===== src/rtl/hazard_resolution_unit_pkg.sv =====
// Shared types for the hazard resolution unit: forwarding selects, control states
// and named bit positions within the detector's hazard vector.
package hazard_resolution_unit_pkg;

    typedef enum logic [1:0] {
        FWD_RF    = 2'b00,
        FWD_EXMEM = 2'b01,
        FWD_MEMWB = 2'b10
    } fwd_sel_t;

    typedef enum logic [1:0] {
        RUN,
        LD_STALL,
        BR_FLUSH,
        MD_WAIT
    } hzu_state_t;

    localparam int unsigned HAZ_W           = 11;
    localparam int unsigned HAZ_A_S3        = 0;
    localparam int unsigned HAZ_A_S2        = 1;
    localparam int unsigned HAZ_B_S2        = 2;
    localparam int unsigned HAZ_B_S3        = 3;
    localparam int unsigned HAZ_CMP_S2      = 4;
    localparam int unsigned HAZ_CMP_S3      = 5;
    localparam int unsigned HAZ_R0_S2       = 6;
    localparam int unsigned HAZ_R0_S3       = 7;
    localparam int unsigned HAZ_SW_S2       = 8;
    localparam int unsigned HAZ_SW_S3       = 9;
    localparam int unsigned HAZ_SW_ARITH_S2 = 10;

    // The nearer producer (EX/MEM) always takes precedence over MEM/WB.
    function automatic fwd_sel_t fwd_pick(input logic i_near, input logic i_far);
        if (i_near)
            return FWD_EXMEM;
        else if (i_far)
            return FWD_MEMWB;
        else
            return FWD_RF;
    endfunction

endpackage


===== src/rtl/hazard_resolution_unit_md.sv =====
// Down-counter that times the MULT/DIV freeze; loads a start value and
// decrements towards zero, flagging when it gets there.
module md_freeze_counter (
    input  logic       i_clk,
    input  logic       i_rst,
    input  logic       i_load,
    input  logic [3:0] i_load_val,
    input  logic       i_dec,
    output logic [3:0] o_count,
    output logic       o_zero
);

    logic [3:0] r_count;

    always_ff @(posedge i_clk) begin
        if (i_rst)
            r_count <= '0;
        else if (i_load)
            r_count <= i_load_val;
        else if (i_dec && (r_count != '0))
            r_count <= r_count - 4'd1;
    end

    assign o_count = r_count;
    assign o_zero  = (r_count == '0);

endmodule


===== src/rtl/hazard_resolution_unit.sv =====
// Turns the detector's hazard vector and stall request into pipeline enables,
// bubble/flush controls, registered EX forwarding selects and the MULT/DIV freeze.
module hazard_resolution_unit
    import hazard_resolution_unit_pkg::*;
#(
    parameter int unsigned MD_LATENCY = 4,
    parameter int unsigned PERF_W     = 16
) (
    input  logic              i_clk,
    input  logic              i_rst,
    input  logic [HAZ_W-1:0]  i_haz,
    input  logic              i_stall,
    input  logic              i_branch_taken,
    input  logic              i_md_start,
    output logic              o_pc_en,
    output logic              o_ifid_en,
    output logic              o_ifid_flush,
    output logic              o_idex_en,
    output logic              o_idex_bubble,
    output logic [1:0]        o_fwd_a,
    output logic [1:0]        o_fwd_b,
    output logic [1:0]        o_fwd_cmp,
    output logic [1:0]        o_fwd_sw,
    output logic [1:0]        o_fwd_r0,
    output logic              o_md_busy,
    output logic [PERF_W-1:0] o_stall_cycles
);

    localparam logic [3:0] MD_LOAD = 4'(MD_LATENCY - 1);

    hzu_state_t        r_state, w_next;
    fwd_sel_t          r_fwd_a, r_fwd_b, r_fwd_cmp, r_fwd_sw, r_fwd_r0;
    logic [PERF_W-1:0] r_stall_cycles;

    logic       w_pc_en, w_ifid_en, w_ifid_flush, w_idex_en, w_idex_bubble, w_md_busy;
    logic       w_md_load, w_md_dec, w_md_zero, w_fwd_clear, w_fwd_hold;
    logic [3:0] w_md_count;

    md_freeze_counter u_md_cnt (
        .i_clk      (i_clk),
        .i_rst      (i_rst),
        .i_load     (w_md_load),
        .i_load_val (MD_LOAD),
        .i_dec      (w_md_dec),
        .o_count    (w_md_count),
        .o_zero     (w_md_zero)
    );

    always_ff @(posedge i_clk) begin
        if (i_rst)
            r_state <= RUN;
        else
            r_state <= w_next;
    end

    always_comb begin
        w_next        = r_state;
        w_pc_en       = 1'b1;
        w_ifid_en     = 1'b1;
        w_ifid_flush  = 1'b0;
        w_idex_en     = 1'b1;
        w_idex_bubble = 1'b0;
        w_md_busy     = 1'b0;
        w_md_load     = 1'b0;
        w_md_dec      = 1'b0;
        w_fwd_clear   = 1'b0;
        w_fwd_hold    = 1'b0;
        if (i_rst) begin
            w_next        = RUN;
            w_pc_en       = 1'b0;
            w_ifid_en     = 1'b0;
            w_idex_en     = 1'b0;
            w_ifid_flush  = 1'b1;
            w_idex_bubble = 1'b1;
        end else begin
            unique case (r_state)
                RUN: begin
                    if (i_branch_taken) begin
                        w_ifid_flush  = 1'b1;
                        w_idex_bubble = 1'b1;
                        w_next        = BR_FLUSH;
                    end else if (i_md_start) begin
                        w_md_load = 1'b1;
                        w_next    = MD_WAIT;
                    end else if (i_stall) begin
                        w_pc_en       = 1'b0;
                        w_ifid_en     = 1'b0;
                        w_idex_bubble = 1'b1;
                        w_next        = LD_STALL;
                    end
                end
                LD_STALL: w_next = RUN;
                BR_FLUSH: begin
                    w_fwd_clear = 1'b1;
                    w_next      = RUN;
                end
                MD_WAIT: begin
                    // Zero-count cycle releases the pipe but selects still hold.
                    w_fwd_hold = 1'b1;
                    if (w_md_zero) begin
                        w_next = RUN;
                    end else begin
                        w_pc_en   = 1'b0;
                        w_ifid_en = 1'b0;
                        w_idex_en = 1'b0;
                        w_md_busy = 1'b1;
                        w_md_dec  = 1'b1;
                    end
                end
            endcase
        end
    end

    always_ff @(posedge i_clk) begin
        if (i_rst) begin
            r_fwd_a   <= FWD_RF;
            r_fwd_b   <= FWD_RF;
            r_fwd_cmp <= FWD_RF;
            r_fwd_sw  <= FWD_RF;
            r_fwd_r0  <= FWD_RF;
        end else if (w_idex_en && !w_fwd_hold) begin
            if (w_idex_bubble || w_fwd_clear) begin
                r_fwd_a   <= FWD_RF;
                r_fwd_b   <= FWD_RF;
                r_fwd_cmp <= FWD_RF;
                r_fwd_sw  <= FWD_RF;
                r_fwd_r0  <= FWD_RF;
            end else begin
                r_fwd_a   <= fwd_pick(i_haz[HAZ_A_S2], i_haz[HAZ_A_S3]);
                r_fwd_b   <= fwd_pick(i_haz[HAZ_B_S2], i_haz[HAZ_B_S3]);
                r_fwd_cmp <= fwd_pick(i_haz[HAZ_CMP_S2], i_haz[HAZ_CMP_S3]);
                r_fwd_r0  <= fwd_pick(i_haz[HAZ_R0_S2], i_haz[HAZ_R0_S3]);
                r_fwd_sw  <= fwd_pick(i_haz[HAZ_SW_S2] | i_haz[HAZ_SW_ARITH_S2],
                                      i_haz[HAZ_SW_S3]);
            end
        end
    end

    always_ff @(posedge i_clk) begin
        if (i_rst)
            r_stall_cycles <= '0;
        else if (!w_pc_en && (r_stall_cycles != '1))
            r_stall_cycles <= r_stall_cycles + PERF_W'(1);
    end

    assign o_pc_en        = w_pc_en;
    assign o_ifid_en      = w_ifid_en;
    assign o_ifid_flush   = w_ifid_flush;
    assign o_idex_en      = w_idex_en;
    assign o_idex_bubble  = w_idex_bubble;
    assign o_md_busy      = w_md_busy;
    assign o_fwd_a        = r_fwd_a;
    assign o_fwd_b        = r_fwd_b;
    assign o_fwd_cmp      = r_fwd_cmp;
    assign o_fwd_sw       = r_fwd_sw;
    assign o_fwd_r0       = r_fwd_r0;
    assign o_stall_cycles = r_stall_cycles;

    logic w_unused;
    assign w_unused = ^w_md_count;

endmodule


===== config.mk =====
export PLATFORM = sky130hd
export DESIGN_NAME = hazard_resolution_unit
export DESIGN_NICKNAME = d
export VERILOG_FILES = /design/src/rtl/hazard_resolution_unit_pkg.sv /design/src/rtl/hazard_resolution_unit_md.sv /design/src/rtl/hazard_resolution_unit.sv
export SDC_FILE = /design/constraint.sdc
export NUM_CORES = 1
export LEC_CHECK = 0
export CAP_MARGIN = 15
export CELL_PAD_IN_SITES_DETAIL_PLACEMENT = 0
export CELL_PAD_IN_SITES_GLOBAL_PLACEMENT = 2
export CORE_UTILIZATION = 28
export CTS_BUF_LIST = sky130_fd_sc_hd__clkbuf_2
export CTS_CLUSTER_SIZE = 20
export DETAILED_ROUTE_END_ITERATION = 8
export GPL_TIMING_DRIVEN = 0
export PLACE_DENSITY = 0.93
export SLEW_MARGIN = 10
export SYNTH_ARGS = -nofsm -noshare
export SYNTH_HDL_FRONTEND = slang
export SYNTH_SLANG_ARGS = --single-unit

===== constraint.sdc =====
create_clock -name i_clk -period 2.15 [get_ports i_clk]
set_input_delay 0.43 -clock i_clk [delete_from_list [all_inputs] [get_ports i_clk]]
set_output_delay 0.43 -clock i_clk [all_outputs]
set_load 0.03 [all_outputs]

Yosys cells after proc, flatten, opt, wreduce, memory -nomap -nowiden
Index checks and enable logic that the tools add are counted.
{"block": "op_classes", "n_eq_ne": 6, "add_sub_neg": 2, "n_reduce_logical": 13, "n_bitwise": 1, "n_mux": 49}
{"operator": "2-bit 2-to-1 mux", "count": 21}
{"operator": "1-bit 2-to-1 mux", "count": 26}
{"operator": "16-bit by 1-bit adder with 16-bit output, second input constant", "count": 1}
{"operator": "16-bit inequality test, second input constant", "count": 1}
{"operator": "2-bit one-hot mux with 3 select lines", "count": 1}
{"operator": "2-bit equality test, second input constant", "count": 2}
{"operator": "4-bit zero test", "count": 1}
{"operator": "4-bit inequality test, second input constant", "count": 1}
{"operator": "4-bit nonzero test", "count": 1}
{"operator": "2-bit OR reduction", "count": 2}
{"operator": "4-bit by 1-bit subtractor with 4-bit output, second input constant", "count": 1}
{"operator": "1-bit logical AND", "count": 3}
{"operator": "2-bit by 1-bit equality test with 1-bit output, second input constant", "count": 1}
{"operator": "1-bit zero test", "count": 2}
{"operator": "2-bit zero test", "count": 1}
{"operator": "2-bit by 1-bit inequality test with 1-bit output, second input constant", "count": 1}
{"operator": "1-bit one-hot mux with 2 select lines", "count": 1}
{"operator": "2-bit AND reduction", "count": 1}
{"operator": "2-bit nonzero test", "count": 1}
{"operator": "1-bit logical OR", "count": 1}
{"operator": "1-bit bitwise OR", "count": 1}
{"block": "word_totals", "wordCells": 80, "regBits": 32, "out_inout_bits": 32, "input_bits": 16}

Logic depth before layout (Yosys ltp)
Gate-level depths: netlist of the first run.
{"block": "depth", "word_depth": 7, "depth_mapped": 9, "depth_no_buf": 7}

By module
Synthesis of the first run repeated with hierarchy kept, for this count alone.
{"block": "hier_totals", "cells_unflattened": 218, "area_unflattened_um2": 1766.7}
{"mod": "hazard_resolution_unit", "seq_area_each_um2": 560.5, "area_each_um2": 1503.9, "instances": 1, "cells_per_inst": 189}
{"mod": "md_freeze_counter", "seq_area_each_um2": 80.1, "area_each_um2": 262.8, "instances": 1, "cells_per_inst": 29}

Least setup slack after synthesis of the first run
No wires, ideal clock.
{"block": "synth_path", "path_kind": "flip-flop to output port", "from": "register r_state[0]", "to": "output o_pc_en", "path_stages_with_launch": 8, "path_buffers": 2, "arrival_time_ns": 1.734, "required_ns": 1.720, "path_slack_ns": -0.014, "cell_sequence": "dfxtp_1 > inv_1 > ha_1 > inv_1 > o211a_1 > buf_4 > nor2_1 > buf_4"}
{"block": "synth_via", "elab_chain_cells": 3, "word_cells_on_any_way": 4, "cone_classes": "eq/ne: 1; mux: 2; reduce/logical: 1"}
{"element": "from (decl)", "line": "hazard_resolution_unit.sv:31", "source": "hzu_state_t r_state, w_next;"}
{"element": "from (signal assigned)", "line": "hazard_resolution_unit.sv:53", "source": "r_state <= w_next;"}
{"element": "2-bit equality test or 2-bit zero test (tied branches)"}
{"element": "1-bit one-hot mux with 2 select lines (*)"}
{"element": "1-bit 2-to-1 mux (*)"}
{"element": "to (decl)", "line": "hazard_resolution_unit.sv:15", "source": "output logic o_pc_en,"}
Every way passes the cells marked *; elsewhere a longest branch is shown, timed or not.

Worst setup path after layout of the first run
{"block": "layout_path", "from": "input i_md_start", "to": "output o_idex_bubble"}
{"block": "layout_via", "elab_chain_cells": 4}
{"element": "from (decl)", "line": "hazard_resolution_unit.sv:14", "source": "input logic i_md_start,"}
{"element": "1-bit 2-to-1 mux", "line": "hazard_resolution_unit.sv:82", "source": "end else if (i_md_start) begin"}
{"element": "1-bit 2-to-1 mux", "line": "hazard_resolution_unit.sv:78", "source": "if (i_branch_taken) begin"}
{"element": "1-bit 2-to-1 mux", "line": "hazard_resolution_unit.sv:76", "source": "unique case (r_state)"}
{"element": "1-bit 2-to-1 mux", "line": "hazard_resolution_unit.sv:68", "source": "if (i_rst) begin"}
{"element": "to (decl)", "line": "hazard_resolution_unit.sv:19", "source": "output logic o_idex_bubble,"}
Every way passes these cells.

==> reports/qor.yml, run 1 <==
critical_path:
  slowest_delay_ns: 0.53
  crit_required_ns: 1.72
  cp_num_buf_inv: 2
  cp_max_fo: 4
  cp_cell_sequence: "clkdlybuf4s50_1 > nor2b_1 > o21ai_0 > nand2b_1 > clkdlybuf4s15_2"
  cp.arrival_ns: 1.68
  path_class: "input pin to primary output"
  cp-end-kind: "primary output"
  slowest_stage: "clkdlybuf4s50_1"
  crit_family: "buffers and inverters"
  start_kind: "input pin"
clocking:
  cts_tree: "done"
  clk_path_buf_depth: 2
  cts_root_buf: "clkbuf_2"
  clock_latency_ns: 0.38
  cts.sinks: 32
  clkTransAtPathRegs_ns: 0.19
  cts_buffers: 5
  htree_levels: 2
  cts_hold_buf: 0
place:
  place.gp.congestion: 0.763
  dpl.cell_count: 308
  dpl_worst_slack_ns: -1.13
  port_buffers: 47
  dp_hpwl_um: 2950
sta:
  hold_violations: 0
  fin_crit_ns: 2.11
  rsz0062_at_grt: "yes"
  max_slew_margin: 0.634
  tightest_slew_ns: 0.547
  worst_slack_ns: 0.0406
  clock_skew_ns: 0.0285
  setup_violations: 0
  tns_ns: 0
  achievable-frequency_ghz: 0.474
  drv_slew: 0
  fin_crit_sh: 0.981
global_routing:
  gr-total-overflow: 0
  grt_use_total: 0.149
  grt_pass1_vias: 1476
  grt_pass1_wl_um: 7020
  antenna_found_initial: 0
  grt_max_degree: 12
flow_run:
  cap_violations: 0
die:
  dieHeight_um: 77.8
  fp.dieW_um: 77.8
  ioPinCount: 48
  initial_core_util: 0.292
  rows: 27
  core_mm2: 0.00551
  die_area_mm2: 0.00605
logic_synthesis:
  synth-async-reset-ratio: 0
  yosys.cell_types.count: 40
  yosysTopAreaCellShare: 0.398
  synth_area_mm2: 0.00161
  avgSynthCellArea_um2: 8.51
  ys_seq_area_frac: 0.398
  synth_top_area_cell: "dfxtp_1"
  ys_seq_elements: 32
  synth_nets: 210
  synth_edf_count: 0
  synthTopCellsByArea: "dfxtp_1 40%, nor2_1 6.5%, ha_1 3.9%, a21oi_1 3.7%, inv_1 2.8%"
  yosys_warnings: 0
  synthCells: 189
  synth_ff_type: "dfxtp_1"
pwr:
  leakage_nw: 0.902
  power.density_mw_per_mm2: 528
  ir_worst_vdd_mv: 0.199
finish:
  final_cells: 323
  syn2layout_area_growth_pct: 47.3
  multi_input_area_um2: 943
  most-common-layout-cells: "39 x clkdlybuf4s50_1, 28 x dfxtp_1, 27 x nor2_1"
  layout-drive-gt1-share: 0.211
  antenna_cells: 0
  nFillCells: 561
  register_area_um2: 651
  final_common_cell: "clkdlybuf4s50_1"
  final_core_util: 0.430
  nNetsFinal: 271
route:
  drc_errors: 0
  drt_iter0_markers: 85
  dr_total_vias: 1563
  drtAntennaViolNets: 0
  wl_per_cell_um: 13.0
  drt_pass1_iterations: 4
  drt-total-wl_um: 4210
  via_per_inst: 4.84
worst_hold_path:
  hold_path.class: "flip-flop to flip-flop"
outcome:
  status: "complete, no violations"
[metal layers]
metal	vias to the layer above	wire length, um	global-route usage
li1	799	-	-
met1	709	2050	0.190
met2	48	1800	0.224
met3	7	299	0.0565
met4	0	64	0.0585
met5	-	0	0
[what timing repair did]
| item | in CTS | in global routing |
|---|---|---|
| gates resized for setup | 52 | 19 |
| pin swaps | 1 | 4 |
| buffers inserted | 4 | 4 |
| endpoints found under the setup margin | 6 | 9 |
[cell families (layout without fill, tap and decap cells)]
group / after synthesis / after routing / synth area share
XOR/XNOR: 7 / 7 / 0.0381
multiplexers: 3 / 3 / 0.0187
adder cells (fa/ha/maj): 5 / 5 / 0.0389
flip-flops: 32 / 32 / 0.398
buffers and inverters: 21 / 83 / 0.0584
AO/OA/AOI/OAI: 45 / 45 / 0.195
AND/OR/NAND/NOR: 76 / 76 / 0.253
[registers in the layout, indices dropped and copies added (netlist names)]
signal	count
o_fwd_sw	2
u_md_cnt.o_count	4
o_stall_cycles	16
o_fwd_r0	2
o_fwd_a	2
o_fwd_b	2
o_fwd_cmp	2
r_state	2
[synthesized netlist by cell type (all sizes together) (2+ instances only)]
| cell type | number |
|---|---|
| a21oi | 12 |
| a22oi | 4 |
| a32oi | 5 |
| and3 | 2 |
| buf | 4 |
| clkbuf | 5 |
| dfxtp | 32 |
| ha | 5 |
| inv | 12 |
| mux2i | 3 |
| nand2 | 11 |
| nand2b | 2 |
| nand3 | 9 |
| nand4 | 2 |
| nor2 | 28 |
| nor2b | 4 |
| nor3 | 4 |
| o2111ai | 3 |
| o211a | 2 |
| o21ai | 10 |
| o22ai | 2 |
| o31ai | 4 |
| or2 | 2 |
| or3 | 3 |
| or4 | 7 |
| xnor2 | 2 |
| xor2 | 5 |
[per-stage QoR]
stage	hold slack (ns)	area (um^2)	total power [mW]
after floorplan	0.503	1610	0.814
after global placement	0.458	2170	0.923
after detailed placement	0.464	2170	0.923
after CTS	0.487	2300	1.26
after global routing	0.505	2370	1.33
final	0.480	2370	1.25
[final timing paths]
check / start / end / slack (ns) / cells past startpoint
worst max-delay path: i_md_start / o_idex_bubble / 0.04 / 5
worst min-delay path: o_fwd_sw[0] / o_fwd_sw[0] / 0.48 / 2
worst max register to register: r_state[0] / o_stall_cycles[3] / 0.11 / 9
worst min register to register: o_fwd_sw[0] / o_fwd_sw[0] / 0.48 / 2
[where the power goes]
part / total, mW / internal, mW / switching [mW]
Sequential: 0.637 / 0.615 / 0.0226
Combinational: 0.312 / 0.144 / 0.168
Clock: 0.302 / 0.0785 / 0.223
Total: 1.25 / 0.837 / 0.414
[worst register-to-register path, cell delays in order, from the launching register on]
cell,delay [ns]
dfxtp_4,0.41
inv_4,0.05
ha_4,0.23
a21oi_2,0.09
o211a_1,0.21
buf_4,0.20
o22ai_4,0.11
buf_6,0.18
or3_1,0.34
a21oi_1,0.14
[layout make-up]
class                   instances  share of cell area
multi-input cells             136               0.398
flip-flops and latches         32               0.275
repair buffers                 55               0.225
well taps                      72              0.0380
plain buffers                   8              0.0259
inverters                      12              0.0201
clock buffers                   5              0.0106
clock inverters                 3             0.00792
(Power assumes the default switching activity.)
==> run 2, diff against run 1 <==
Settings changed: PLACE_DENSITY 0.93 to unset, PLACE_DENSITY_LB_ADDON set to 0.1.
==> reports/qor.yml, run 2 (synthesis gave the netlist of run 1 again) <==
place:
  dp_hpwl_um: 3170  # +7.6%
  place.gp.congestion: 0.734  # -3.8%
  port_buffers: 47  # unchanged
clocking:
  htree_levels: 2  # unchanged
  cts_root_buf: "clkbuf_2"
  cts_hold_buf: 0  # unchanged
  cts_tree: "done"
  clock_latency_ns: 0.37  # about the same
  clk_path_buf_depth: 2  # unchanged
  clkTransAtPathRegs_ns: 0.18  # about the same
  cts_buffers: 5  # unchanged
  cts.sinks: 32  # unchanged
critical_path:
  cp-end-kind: "primary output"
  cp_max_fo: 4  # unchanged
  path_class: "flip-flop to primary output"
  r2r_slack_ns: 0.11  # about the same
  start_kind: "flip-flop"
  worstRegToRegCells: 10  # +1
  cp.arrival_ns: 1.70  # +0.02 ns
  reg2reg_to: "o_stall_cycles[3]"
  cp-startpoint: "r_state[1]"
  crit_required_ns: 1.72  # about the same
  r2r-start: "r_state[1]"
finish:
  syn2layout_area_growth_pct: 45.4
  most-common-layout-cells: "40 x clkdlybuf4s50_1, 28 x dfxtp_1, 27 x nor2_1"
  final_core_util: 0.424  # -0.00568
  layout-drive-gt1-share: 0.207  # -0.00398
  final_common_cell: "clkdlybuf4s50_1"
  antenna_cells: 0  # unchanged
  nNetsFinal: 271  # unchanged
  largest_reg_flops: 16  # unchanged
die:
  ioPinCount: 48  # unchanged
  initial_core_util: 0.292  # unchanged
  rows: 27  # unchanged
  core_mm2: 0.00551  # unchanged
  dieHeight_um: 77.8  # unchanged
  die_area_mm2: 0.00605  # unchanged
  fp.dieW_um: 77.8  # unchanged
global_routing:
  grt_max_degree: 11  # -1
  gr-total-overflow: 0  # unchanged
  grt_pass1_vias: 1561  # +5.8%
  grt_pass1_wl_um: 7500  # +6.8%
  antenna_found_initial: 0  # unchanged
  grt_use_total: 0.160  # +0.0107
route:
  drt_pass1_iterations: 4  # unchanged
  dr_total_vias: 1584  # +1.3%
  wl_per_cell_um: 14.2  # +9.1%
  drtAntennaViolNets: 0  # unchanged
  via_per_inst: 4.90  # +1.3%
  drc_errors: 0  # unchanged
  drt_iter0_markers: 80  # -5.9%
  drt-total-wl_um: 4600  # +9.1%
flow_run:
  cap_violations: 0  # unchanged
pwr:
  leakage_nw: 0.870  # -3.5%
  power.density_mw_per_mm2: 538  # +1.8%
  pwr-share-clk: 0.234  # -0.007
  p_int_mw: 0.842  # +0.55%
  p_comb_frac: 0.259  # +0.010
  p_seq_frac: 0.507  # -0.003
  p_total_mw: 1.26  # +0.50%
  p_sw_mw: 0.415  # +0.41%
  ir_worst_vdd_mv: 0.187  # -6.0%
  switching_share: 0.330  # about the same
worst_hold_path:
  hold_path.class: "input pin to flip-flop"
  hold_start: "i_rst"
  hold_path_depth: 3  # +1
  min_to: "o_stall_cycles[4]"
sta:
  fin_crit_sh: 0.990  # +0.00898
  rsz0062_at_grt: "yes"
  hold_violations: 0  # unchanged
  achievable-frequency_ghz: 0.470  # -0.91%
  tightest_slew_ns: 0.556  # +0.00906 ns
  drv_slew: 0  # unchanged
  fin_crit_ns: 2.13  # +0.0193 ns
  clock_skew_ns: 0.00893  # -0.0195 ns
  setup_violations: 0  # unchanged
  max_slew_margin: 0.627  # -0.00606
outcome:
  status: "complete, no violations"
==> run 2: critical path, cell delays in order, from the launching register on <==
cell	delay (ns)
dfxtp_4	0.42
inv_4	0.04
ha_4	0.22
a21oi_2	0.09
o211a_1	0.17
buf_6	0.11
nor2_4	0.03
buf_6	0.11
buf_6	0.12
==> run 2: stage by stage <==
stage               cells  hold slack (ns)  setup slack (ns)  instance area, um^2  setup TNS [ns]
global placement      308            0.450             -1.21                 2170           -9.68
floorplan             189            0.503             0.155                 1610               0
detailed placement    308            0.454             -1.24                 2170          -10.74
CTS                   318            0.476           -0.0540                 2260         -0.0912
global route          323            0.430           -0.0956                 2340          -0.202
finish                323            0.451            0.0213                 2340               0
==> run 2: power by group through the flow <==
stage | Sequential (mW) | Combinational (mW) | Clock, mW
2_1_floorplan | 0.666 | 0.148 | 0
3_3_place_gp | 0.646 | 0.284 | 0
3_5_place_dp | 0.646 | 0.283 | 0
4_1_cts | 0.635 | 0.299 | 0.318
5_1_grt | 0.642 | 0.350 | 0.354
6_report | 0.638 | 0.325 | 0.294
==> run 2: worst max-delay path by stage <==
stage / to / slack, ns / cells after the start
6_report: o_pc_en / 0.02 / 8
5_1_grt: o_pc_en / -0.1 / 8
4_1_cts: o_pc_en / -0.05 / 8
3_5_place_dp: o_ifid_flush / -1.24 / 5
3_3_place_gp: o_ifid_flush / -1.21 / 5
2_1_floorplan: o_idex_en / 0.15 / 6
==> run 2: per-layer routing <==
metal / track usage / share of wire
met5: 0 / 0
met1: 0.197 / 0.47
met4: 0.0566 / 0.012
met2: 0.257 / 0.45
met3: 0.0529 / 0.061
==> run 2: final cells by class <==
type                            instances  area, um^2
Buffer                                  9        68.8
Clock buffer                            5        25.0
Clock inverter                          3        13.8
Fill cell                             586        3170
Inverter                               12        50.0
Multi-Input combinational cell        136         927
Sequential cell                        32         651
Tap cell                               72        90.1
Timing Repair Buffer                   54         512
==> run 2: timing repair <==
item / 4_1_cts / 5_1_grt
resized for setup: 47 / 19
endpoints found under the setup margin: 6 / 7
pin swaps: 1 / 4
cloned: 0 / 0
buffers inserted: 2 / 6
